`src/rtl/striping_pkg.sv`:
```
// rtl/striping_pkg.sv - shared constants, state encoding and pointer-width helper for the striping block
package striping_pkg;

    localparam int STRIPING_DATA_WIDTH = 32;
    localparam int STRIPING_NUM_LANES  = 4;

    localparam logic [0:0] STRIPE_EMPTY   = 1'b0;
    localparam logic [0:0] STRIPE_FILLING = 1'b1;

    function automatic int ptr_width(input int lanes);
        return (lanes > 1) ? $clog2(lanes) : 1;
    endfunction

endpackage

```
`src/rtl/striping_nlane_if.sv`:
```
// rtl/striping_nlane_if.sv - serial word input and striped lane output bundle
interface striping_nlane_if
    import striping_pkg::*;
#(
    parameter int DATA_WIDTH = STRIPING_DATA_WIDTH,
    parameter int NUM_LANES  = STRIPING_NUM_LANES
);
    logic                            valid_in;
    logic [DATA_WIDTH-1:0]           data_in;
    logic [NUM_LANES*DATA_WIDTH-1:0] lane_data;
    logic [NUM_LANES-1:0]            lane_valid;
    logic                            stripe_partial;
    logic [ptr_width(NUM_LANES)-1:0] lane_ptr;

    modport master (
        output valid_in, data_in,
        input  lane_data, lane_valid, stripe_partial, lane_ptr
    );

    modport slave (
        input  valid_in, data_in,
        output lane_data, lane_valid, stripe_partial, lane_ptr
    );

endinterface

```
`src/rtl/striping_idle_timer.sv`:
```
// rtl/striping_idle_timer.sv - saturating idle-cycle counter that signals a partial-stripe flush
module striping_idle_timer #(
    parameter int IDLE_GAP = 2
) (
    input  logic clk_2f,
    input  logic reset,
    input  logic count_en,
    input  logic clear,
    output logic expired
);
    localparam logic [7:0] GAP = 8'(IDLE_GAP);

    logic [7:0] idle_cnt;

    // Fires on the idle cycle that would bring the count to IDLE_GAP.
    assign expired = count_en && (idle_cnt == GAP - 8'd1);

    always_ff @(posedge clk_2f) begin
        if (reset || clear || expired) begin
            idle_cnt <= '0;
        end else if (count_en && idle_cnt != GAP) begin
            idle_cnt <= idle_cnt + 8'd1;
        end
    end

endmodule

```
`src/rtl/striping_nlane.sv`:
```
// rtl/striping_nlane.sv - round-robin word-to-stripe assembler; idle flush under STRIPING_IDLE_FLUSH_EN
module striping_nlane
    import striping_pkg::*;
#(
    parameter int DATA_WIDTH = STRIPING_DATA_WIDTH,
    parameter int NUM_LANES  = STRIPING_NUM_LANES,
    parameter int IDLE_GAP   = 2
) (
    input  logic             clk_2f,
    input  logic             reset,
    striping_nlane_if.slave  bus
);
    localparam int               PTR_W     = ptr_width(NUM_LANES);
    localparam logic [PTR_W-1:0] LAST_LANE = PTR_W'(NUM_LANES - 1);

    if (NUM_LANES < 2 || NUM_LANES > 16 || (NUM_LANES & (NUM_LANES - 1)) != 0) begin : g_bad_lanes
        $error("striping_nlane: NUM_LANES must be a power of two in 2..16");
    end
    if (IDLE_GAP < 1 || IDLE_GAP > 255) begin : g_bad_gap
        $error("striping_nlane: IDLE_GAP must be in 1..255");
    end

    logic [0:0]                      state;
    logic [PTR_W-1:0]                ptr;
    logic [NUM_LANES-1:0]            fill_mask;
    logic [DATA_WIDTH-1:0]           stripe_buf [NUM_LANES];
    logic [NUM_LANES*DATA_WIDTH-1:0] lane_data_q;
    logic [NUM_LANES-1:0]            lane_valid_q;
    logic                            partial_q;
    logic                            flush;

`ifdef STRIPING_IDLE_FLUSH_EN
    logic idle_expired;

    striping_idle_timer #(
        .IDLE_GAP (IDLE_GAP)
    ) u_idle_timer (
        .clk_2f   (clk_2f),
        .reset    (reset),
        .count_en (!bus.valid_in && state == STRIPE_FILLING),
        .clear    (bus.valid_in),
        .expired  (idle_expired)
    );

    assign flush = idle_expired;
`else
    assign flush = 1'b0;
`endif

    always_ff @(posedge clk_2f) begin
        if (reset) begin
            state        <= STRIPE_EMPTY;
            ptr          <= '0;
            fill_mask    <= '0;
            lane_data_q  <= '0;
            lane_valid_q <= '0;
            partial_q    <= 1'b0;
        end else begin
            lane_valid_q <= '0;
            partial_q    <= 1'b0;
            if (bus.valid_in) begin
                if (ptr == LAST_LANE) begin
                    // The final word bypasses the buffer straight into its lane.
                    for (int i = 0; i < NUM_LANES; i++) begin
                        lane_data_q[i*DATA_WIDTH +: DATA_WIDTH] <=
                            (i == NUM_LANES - 1) ? bus.data_in : stripe_buf[i];
                    end
                    lane_valid_q <= '1;
                    fill_mask    <= '0;
                    ptr          <= '0;
                    state        <= STRIPE_EMPTY;
                end else begin
                    stripe_buf[ptr] <= bus.data_in;
                    fill_mask       <= ((state == STRIPE_EMPTY) ? '0 : fill_mask)
                                       | (NUM_LANES'(1) << ptr);
                    ptr             <= ptr + PTR_W'(1);
                    state           <= STRIPE_FILLING;
                end
            end else if (flush) begin
                for (int i = 0; i < NUM_LANES; i++) begin
                    lane_data_q[i*DATA_WIDTH +: DATA_WIDTH] <=
                        fill_mask[i] ? stripe_buf[i] : '0;
                end
                lane_valid_q <= fill_mask;
                partial_q    <= 1'b1;
                fill_mask    <= '0;
                ptr          <= '0;
                state        <= STRIPE_EMPTY;
            end
        end
    end

    assign bus.lane_data      = lane_data_q;
    assign bus.lane_valid     = lane_valid_q;
    assign bus.stripe_partial = partial_q;
    assign bus.lane_ptr       = ptr;

endmodule

```
`src/flat_wrapper.sv`:
```
// flat-port wrapper written by rule: the top's interface ports become plain ports
module striping_nlane_flat import striping_pkg::*;
#(
    parameter int DATA_WIDTH = STRIPING_DATA_WIDTH,
    parameter int NUM_LANES  = STRIPING_NUM_LANES,
    parameter int IDLE_GAP   = 2
)
  (clk_2f, reset, bus_valid_in, bus_data_in, bus_lane_data, bus_lane_valid, bus_stripe_partial, bus_lane_ptr);
  striping_nlane_if #(.DATA_WIDTH(DATA_WIDTH), .NUM_LANES(NUM_LANES)) bus_i ();
  input  logic clk_2f;
  input  logic reset;
  input wire logic [$bits(bus_i.valid_in)-1:0] bus_valid_in;
  input wire logic [$bits(bus_i.data_in)-1:0] bus_data_in;
  output wire logic [$bits(bus_i.lane_data)-1:0] bus_lane_data;
  output wire logic [$bits(bus_i.lane_valid)-1:0] bus_lane_valid;
  output wire logic [$bits(bus_i.stripe_partial)-1:0] bus_stripe_partial;
  output wire logic [$bits(bus_i.lane_ptr)-1:0] bus_lane_ptr;
  assign bus_i.valid_in = bus_valid_in;
  assign bus_i.data_in = bus_data_in;
  assign bus_lane_data = bus_i.lane_data;
  assign bus_lane_valid = bus_i.lane_valid;
  assign bus_stripe_partial = bus_i.stripe_partial;
  assign bus_lane_ptr = bus_i.lane_ptr;
  striping_nlane #(.DATA_WIDTH(DATA_WIDTH), .NUM_LANES(NUM_LANES), .IDLE_GAP(IDLE_GAP)) u_core (.clk_2f(clk_2f), .reset(reset), .bus(bus_i));
endmodule
```
`config.mk`:
```
export PLATFORM = sky130hd
export DESIGN_NAME = striping_nlane_flat
export DESIGN_NICKNAME = d
export VERILOG_FILES = /design/src/rtl/striping_pkg.sv /design/src/rtl/striping_nlane_if.sv /design/src/rtl/striping_idle_timer.sv /design/src/rtl/striping_nlane.sv /design/src/flat_wrapper.sv
export SDC_FILE = /design/constraint.sdc
export NUM_CORES = 1
export LEC_CHECK = 0
export ABC_AREA = 1
export CAP_MARGIN = 20
export CORE_MARGIN = 2
export CORE_UTILIZATION = 53
export CTS_BUF_LIST = sky130_fd_sc_hd__clkbuf_4
export DETAILED_ROUTE_END_ITERATION = 12
export GPL_TIMING_DRIVEN = 0
export PLACE_DENSITY = 0.81
export SYNTH_ARGS = -nofsm -noshare
export SYNTH_HDL_FRONTEND = slang
export SYNTH_HIERARCHICAL = 1
export SYNTH_SLANG_ARGS = --single-unit
```
`constraint.sdc`:
```
create_clock -name clk_2f -period 3.9 [get_ports clk_2f]
set_input_delay 1.17 -clock clk_2f [delete_from_list [all_inputs] [get_ports clk_2f]]
set_output_delay 1.17 -clock clk_2f [all_outputs]
set_load 0.02 [all_outputs]
```
# Yosys cells after proc, flatten, opt, wreduce, memory -nomap -nowiden
# Memory sizes are Yosys's and may differ from the RTL's. A register that Yosys moved wholly into a read port is not among the register bits.
# Cells that the tools add are included.
# totals
ff_bits,134
latchBits,0
mem_bits_rw,128
mem_bits_ro,0
inputBits,35
out_inout_bits,135
word_cells,15
mem_count,1
# classes
addsub,1
mul,0
n_div,0
magnitude_cmp,0
n_eq_ne,1
n_shift,0
muxes,6
n_bitwise,1
reduce_logical,2
# memory_table
memory,depth,width,rd,rd_ports_with_merged_regs,wr,line,source
u_core.stripe_buf,4,32,3,3,1,striping_nlane.sv:26,logic [DATA_WIDTH-1:0] stripe_buf [NUM_LANES];
# ops
cell,count
$mux 1,4
$mux 4,1
$add 2x1->2 const B,1
$eq 2x2->1 const B,1
$mux 2,1
$reduce_and 2->1,1
$reduce_or 2->1,1
$not 1->1,1

# Logic depth before layout (Yosys ltp)
# Gate-level depths: netlist (run 1).
# depth
depth_word,5
mapped_depth,7
ltp_nobuf,5

# Worst setup path before layout (run 1)
# OpenSTA, ideal clock, no wires.
# synth_path
path_type,input port to flip-flop
from,in reset
to,mem u_core/stripe_buf[0][0] (netlist name) (enable)
setup_time_ns,0.421
arrival_time_ns,2.892
required_time_ns,3.479
setup_slack_ns,0.587
stages,4
n_path_buf,1
cell_sequence,clkinv_1 -> buf_2 -> nand3_1 -> nor2_1
# synth_between
elab_chain_cells,2
# synth_rtl
element,line,source
start: declaration,flat_wrapper.sv:11,input logic reset;
$mux 1,striping_nlane.sv:51,if (reset) begin
$mux 1 (implied by the code),striping_nlane.sv:73,stripe_buf[ptr] <= bus.data_in;
end: declaration,striping_nlane.sv:26,
# Every way passes these cells.

==> reports/metrics.csv, run 1 <==
stage,metric,value,unit
status,status,"complete, no violations",
critical_path,flop2flop setup slack,1.86,ns
clock_tree,Max clock buf depth,3,
final_layout,Finished Cell Area,11100,um2
logic_synthesis,syn_area_per_cell,8.88,um2
pwr,maximum vdd drop,0.000279,V
logic_synthesis,Synth top area share,34.6,%
placement,GPL Wtd Cong,0.856,
final_layout,Final #Nets,1208,
grt,initial antenna violation count,1,
critical_path,RR Startpoint,u_core/bus.lane_ptr[0],
critical_path,crit path DAT,1.71,ns
clock_tree,postcts setup bufs,0,
die,row count,45,
critical_path,Worst setup startpoint,u_core/bus.lane_valid[2],
logic_synthesis,Mapped Cells,939,
pwr,power consumption,4.89,mW
clock_tree,CTS tree,built,
timing,Slew HR,56.3,%
timing,RSZ-0062 raised after global routing,false,
logic_synthesis,Yosys cell types,17,
drt,vias per cell,4.53,
drt,Post-Route WL,20.3,mm
critical_path,CP max stage delay,0.59,ns
placement,Placed Area,10400,um2
grt,first-pass GRT wire length,31.1,mm
worst_hold_path,hold_sp,u_core/stripe_buf[0][20],
timing,Fmax,347,MHz
placement,detailed placement HPWL,13.7,mm
timing,total negative slack,0,ns
clock_tree,TritonCTS sink count,227,
drt,DR top layer,met4,
grt,aggregate global-route resource usage,24.2,%
worst_hold_path,Tightest Hold Check Type,flip-flop to flip-flop,
critical_path,Startpoint Class,flip-flop,
grt,vias in the first global route,6042,
die,IO Count,170,
critical_path,Worst Path Max Fanout,4,
timing,max-slew violations,0,
clock_tree,Inserted Clock Buffers,57,
logic_synthesis,share of the yosys chip area belonging to registers,66.0,%
final_layout,share of layout cells above drive strength 1,10.6,%
final_layout,Area Overhead vs Synth,33.5,%
placement,Buffers on Ports,168,
logic_synthesis,Mapped Area,8340,um2
timing,period utilisation layout,73.9,%
clock_tree,Resize count post-CTS,0,
drt,1st-iter DRT viols,421,
critical_path,Setup crit end kind,output pin,
grt,pin count of the biggest net entering global routing,22,
die,Die Width,129,um
drt,number of vias in the routed layout,6473,
logic_synthesis,Synth area leader,edfxtp_1,
drt,WL met3,1.85,mm
pwr,power per cell area,439,nW/um2
timing,Clock Skew,0.0220,ns
drt,Residual DRC,0,
die,Placeable Area,15300,um2
logic_synthesis,Synth Register Bits,227,
logic_synthesis,dominant cells by area after synthesis,"edfxtp_1, dfxtp_1, nor2_1, nand2_1, inv_1",
run,# Max-Cap Violations,0,
timing,# setup viols final,0,
critical_path,Bufs and invs on worst path,2,
pwr,Leak,5.12,nW
critical_path,critical path class,flip-flop to output pin,
die,Die Area,16800,um2
grt,"Remaining Overflow, GRT",0,
die,die height,129,um
critical_path,"CP delay by family, top",buffers and inverters,
timing,worst slew pin tran,0.655,ns
die,starting density of the core,54.5,%
clock_tree,CTS H-tree depth,2,
critical_path,cell chain of the critical path,buf_4 > clkdlybuf4s50_1,
drt,WL per Instance,14.2,um
drt,post-route ant nets,0,
timing,"Min Clock Period, post-route",2.88,ns
timing,"Hold Vio Cnt, Final",0,
drt,WL met2,9.82,mm
logic_synthesis,Post-Synthesis Net Count,978,
clock_tree,clk slew on worst S/H paths,0.07,ns
critical_path,CP Data Required Time,2.73,ns
drt,WL met1,8.24,mm
timing,Min Hold Slack,0.463,ns
clock_tree,post-cts hold buffer count,0,
critical_path,Critical Path Slowest Stage Cell,clkdlybuf4s50_1,
drt,Pre-antenna DRT Iters,5,
clock_tree,"Clk Latency, worst-skew pair",0.64,ns
logic_synthesis,yosys warns,102,
clock_tree,Root Buffer,clkbuf_4,
metrics by stage:
step / worst slack, ns / cells / util [%]
2_1_floorplan: 0.587 / 939 / -
3_3_place_gp: -0.972 / 1318 / 67.2
3_5_place_dp: 0.475 / 1321 / 67.9
4_1_cts: 0.975 / 1429 / 72.7
5_1_grt: 0.916 / 1430 / 72.7
6_report: 1.02 / 1430 / 72.7
power by group:
part           switching, mW  total, mW  internal [mW]
Sequential            0.0287       2.58           2.55
Clock                  0.912       1.94           1.03
Combinational          0.220      0.369          0.149
registers in the layout, indices dropped and copies added, names as in the netlist:
name and flops:
u_core/bus.lane_valid 1, u_core/bus.lane_ptr 2, u_core/bus.lane_data 128, u_core/stripe_buf 96
synth_stat cells:
library cell,count
inv_1,135
edfxtp_1,96
conb_1,1
a21oi_1,1
buf_6,12
nand3_1,1
clkinv_1,1
buf_4,4
o21ai_0,1
ha_1,4
buf_2,15
buf_1,3
nand2_2,1
dfxtp_1,131
nor2_1,262
nand2_1,259
clkbuf_1,12
layer usage:
layer	vias up	global-route usage [%]
met3	22	7.27
met5	-	0
met1	2921	30.7
met4	0	8.54
li1	3276	-
met2	254	39.7
final cells by class:
| class | instances | area [um2] |
|---|---|---|
| Antenna cell | 1 | 2.50 |
| Buffer | 46 | 297 |
| Clock buffer | 88 | 661 |
| Clock inverter | 20 | 77.6 |
| Fill cell | 1169 | 4180 |
| Inverter | 136 | 510 |
| Multi-Input combinational cell | 530 | 2050 |
| Sequential cell | 227 | 5510 |
| Tap cell | 211 | 264 |
| Timing Repair Buffer | 171 | 1760 |
path summary, 6_finish.rpt:
kind	end	cells after the start
max	bus_lane_valid[3]	2
min	u_core/bus.lane_data[20]	2
max reg2reg	u_core/stripe_buf[2][20]	5
min reg2reg	u_core/bus.lane_data[20]	2
cell families (layout without fill, tap and decap cells):
logic type      Yosys count  count (layout)  share of synthesized area (%)
other cells               1               2                         0.0449
simple gates            523             523                           23.6
buf+inv                 182             461                           9.67
compound gates            2               2                          0.120
fa+ha+maj                 4               4                          0.600
flops                   227             227                           66.0
worst reg2reg max path: cells and delay by family (launching register included):
kind | cells | cell delay (ns)
flip-flops | 1 | 0.37
AND/OR/NAND/NOR | 2 | 0.79
buffers and inverters | 2 | 0.33
adder cells (fa/ha/maj) | 1 | 0.25
placed cells by master (no fill, tap or decap), drive strengths merged:
master and count:
diode 1, nand3 1, conb 1, edfxtp 96, o21ai 1, buf 37, inv 136, ha 4
a21oi 1, clkbuf 100, dfxtp 131, nor2 262, clkinv 20, clkdlybuf4s50 168, nand2 260
(Power assumes the default switching activity.)
==> run 2, diff against run 1 <==
- clock period: 3.9 -> 3 ns (I/O delays scaled with it)
==> results of run 2 <==
The final DEF is identical to that of run 1. Status: complete, no violations.
Main changes from that run: setup slack after placement 0.475 ns -> -0.155 ns; setup slack after layout 1.02 ns -> 0.388 ns; register-to-register setup slack 1.86 ns -> 0.96 ns; total power 4.89 mW -> 6.35 mW; worst IR drop on VDD 0.000279 V -> 0.000363 V
==> run 3, diff against run 2 <==
- CORE_MARGIN: 2 -> unset
- CORE_UTILIZATION: 53 -> 45
- PLACE_DENSITY: 0.81 -> 0.7
==> reports/metrics.csv, run 3 (synthesis results as in run 1) <==
stage,metric,value,unit,change
status,status,finished with violations,,
status,failing checks,design-rule violations,,
critical_path,Worst Path Max Fanout,5,,+1
drt,vias per cell,4.46,,-1.4%
run,# Max-Cap Violations,0,,unchanged
critical_path,CP max stage delay,0.64,ns,+0.05 ns
timing,period utilisation layout,87.3,%,
grt,aggregate global-route resource usage,22.0,%,-2.2 points
critical_path,critical path class,flip-flop to output pin,,
critical_path,Bufs and invs on worst path,1,,-1
final_layout,Area Overhead vs Synth,34.1,%,
final_layout,Final #Nets,1208,,unchanged
pwr,power per cell area,582,nW/um2,
die,Die Width,138,um,+6.7%
clock_tree,Resize count post-CTS,0,,unchanged
timing,RSZ-0062 raised after global routing,false,,
drt,Residual DRC,20,,+20
placement,detailed placement HPWL,13.9,mm,+1.7%
timing,Fmax,382,MHz,
clock_tree,Inserted Clock Buffers,57,,unchanged
die,starting density of the core,46.1,%,-8.3 points
critical_path,Critical Path Slowest Stage Cell,clkdlybuf4s50_1,,
grt,first-pass GRT wire length,32.5,mm,+4.6%
drt,WL per Instance,14.2,um,+0.43%
critical_path,crit path DAT,1.72,ns,about the same
clock_tree,CTS H-tree depth,2,,unchanged
final_layout,Finished Layout Cells,1447,,+1.2%
timing,Clock Skew,0.0212,ns,-0.000773 ns
critical_path,Startpoint Class,flip-flop,,
placement,placed cells,1339,,+1.4%
grt,"Remaining Overflow, GRT",0,,unchanged
timing,"Min Clock Period, post-route",2.62,ns,
clock_tree,postcts setup bufs,0,,unchanged
clock_tree,CTS tree,built,,
clock_tree,TritonCTS sink count,227,,unchanged
timing,max-slew violations,0,,unchanged
clock_tree,Root Buffer,clkbuf_4,,
drt,1st-iter DRT viols,333,,-21%
timing,"Hold Vio Cnt, Final",0,,unchanged
critical_path,flop2flop setup slack,1.03,ns,
die,die height,138,um,+6.7%
final_layout,most frequent cells in the layout,"nor2_1, nand2_1, clkdlybuf4s50_1",,
grt,vias in the first global route,6123,,+1.3%
drt,number of vias in the routed layout,6459,,-0.22%
timing,# setup viols final,0,,unchanged
die,Die Area,19100,um2,+14%
timing,worst slew pin tran,0.625,ns,-0.0301 ns
worst_hold_path,Tightest Hold Check Type,flip-flop to flip-flop,,
pwr,maximum vdd drop,0.000293,V,
die,Placeable Area,18100,um2,+18%
die,row count,49,,+8.9%
grt,initial antenna violation count,1,,unchanged
final_layout,share of layout cells above drive strength 1,10.9,%,+0.34 points
clock_tree,Max clock buf depth,3,,unchanged
drt,Pre-antenna DRT Iters,9,,+4
timing,Slew HR,58.4,%,+2.0 points
critical_path,Setup crit end kind,output pin,,
placement,GPL Wtd Cong,0.768,,-10%
critical_path,cell chain of the critical path,clkdlybuf4s50_1,,
placement,pre-CTS setup slack,-0.109,ns,
die,IO Count,170,,unchanged
drt,post-route ant nets,0,,unchanged
clock_tree,clk slew on worst S/H paths,0.06,ns,about the same
clock_tree,post-cts hold buffer count,0,,unchanged
clock_tree,"Clk Latency, worst-skew pair",0.65,ns,about the same
drt,Post-Route WL,20.6,mm,+1.6%
placement,Buffers on Ports,168,,unchanged
critical_path,"CP delay by family, top",buffers and inverters,,
grt,pin count of the biggest net entering global routing,23,,+4.5%
pwr,Leak,5.14,nW,+0.30%
critical_path,CP Data Required Time,2.10,ns,
final_layout,Largest register FFs,128,,unchanged
timing,Worst Slack Setup Final,0.381,ns,
## run 3: cell count changes in the layout (fill, tap and decap cells not counted), sizes merged
cell,delta
clkbuf,+6
inv,-1
bufinv,+1
clkinv,-7
## run 3: worst paths after layout
kind                              end  cells past startpoint                      from
min reg2reg  u_core/bus.lane_data[48]                      2  u_core/stripe_buf[1][16]
min          u_core/bus.lane_data[48]                      2  u_core/stripe_buf[1][16]
max reg2reg  u_core/stripe_buf[2][18]                      5    u_core/bus.lane_ptr[0]
max                   bus_lane_ptr[0]                      1    u_core/bus.lane_ptr[0]
## run 3: cell type report
type / count / area (um2)
clock inverters: 13 / 75.1
repair buffers: 171 / 1750
clock buffers: 94 / 706
plain buffers: 46 / 297
inverters: 136 / 510
well taps: 229 / 287
diodes: 1 / 2.50
fillers: 1590 / 6900
multi-input cells: 530 / 2050
flip-flops and latches: 227 / 5510
## run 3: worst register-to-register path, cell delays in order, from the launching register on
cell	delay (ns)
dfxtp_1	0.36
ha_1	0.25
inv_1	0.08
nand3_1	0.23
nor2_4	0.48
buf_12	0.26
## run 3: metrics by stage
stage	hold WS [ns]	total power, mW	util, %	instance area (um2)	setup TNS (ns)
3_5_place_dp	0.459	3.89	57.5	10400	-4.84
5_1_grt	0.484	6.82	61.8	11200	0
2_1_floorplan	0.447	3.64	-	8340	-4.16
3_3_place_gp	0.450	3.88	57.0	10300	-162.87
6_report	0.455	6.51	61.8	11200	0
4_1_cts	0.456	6.60	61.8	11200	0
## run 3: layer usage
| metal | GRT usage [%] | vias up | wire length, um |
|---|---|---|---|
| li1 | - | 3287 | - |
| met1 | 27.6 | 2968 | 9070 |
| met2 | 36.2 | 179 | 9830 |
| met3 | 6.51 | 25 | 1300 |
| met4 | 8.22 | 0 | 379 |
| met5 | 0 | - | 0 |
## run 3: where the power goes
part,switching [mW],total (mW),internal [mW]
Clock,1.20,2.69,1.49
Combinational,0.285,0.477,0.192
Sequential,0.0374,3.35,3.31
Total,1.52,6.51,5.00
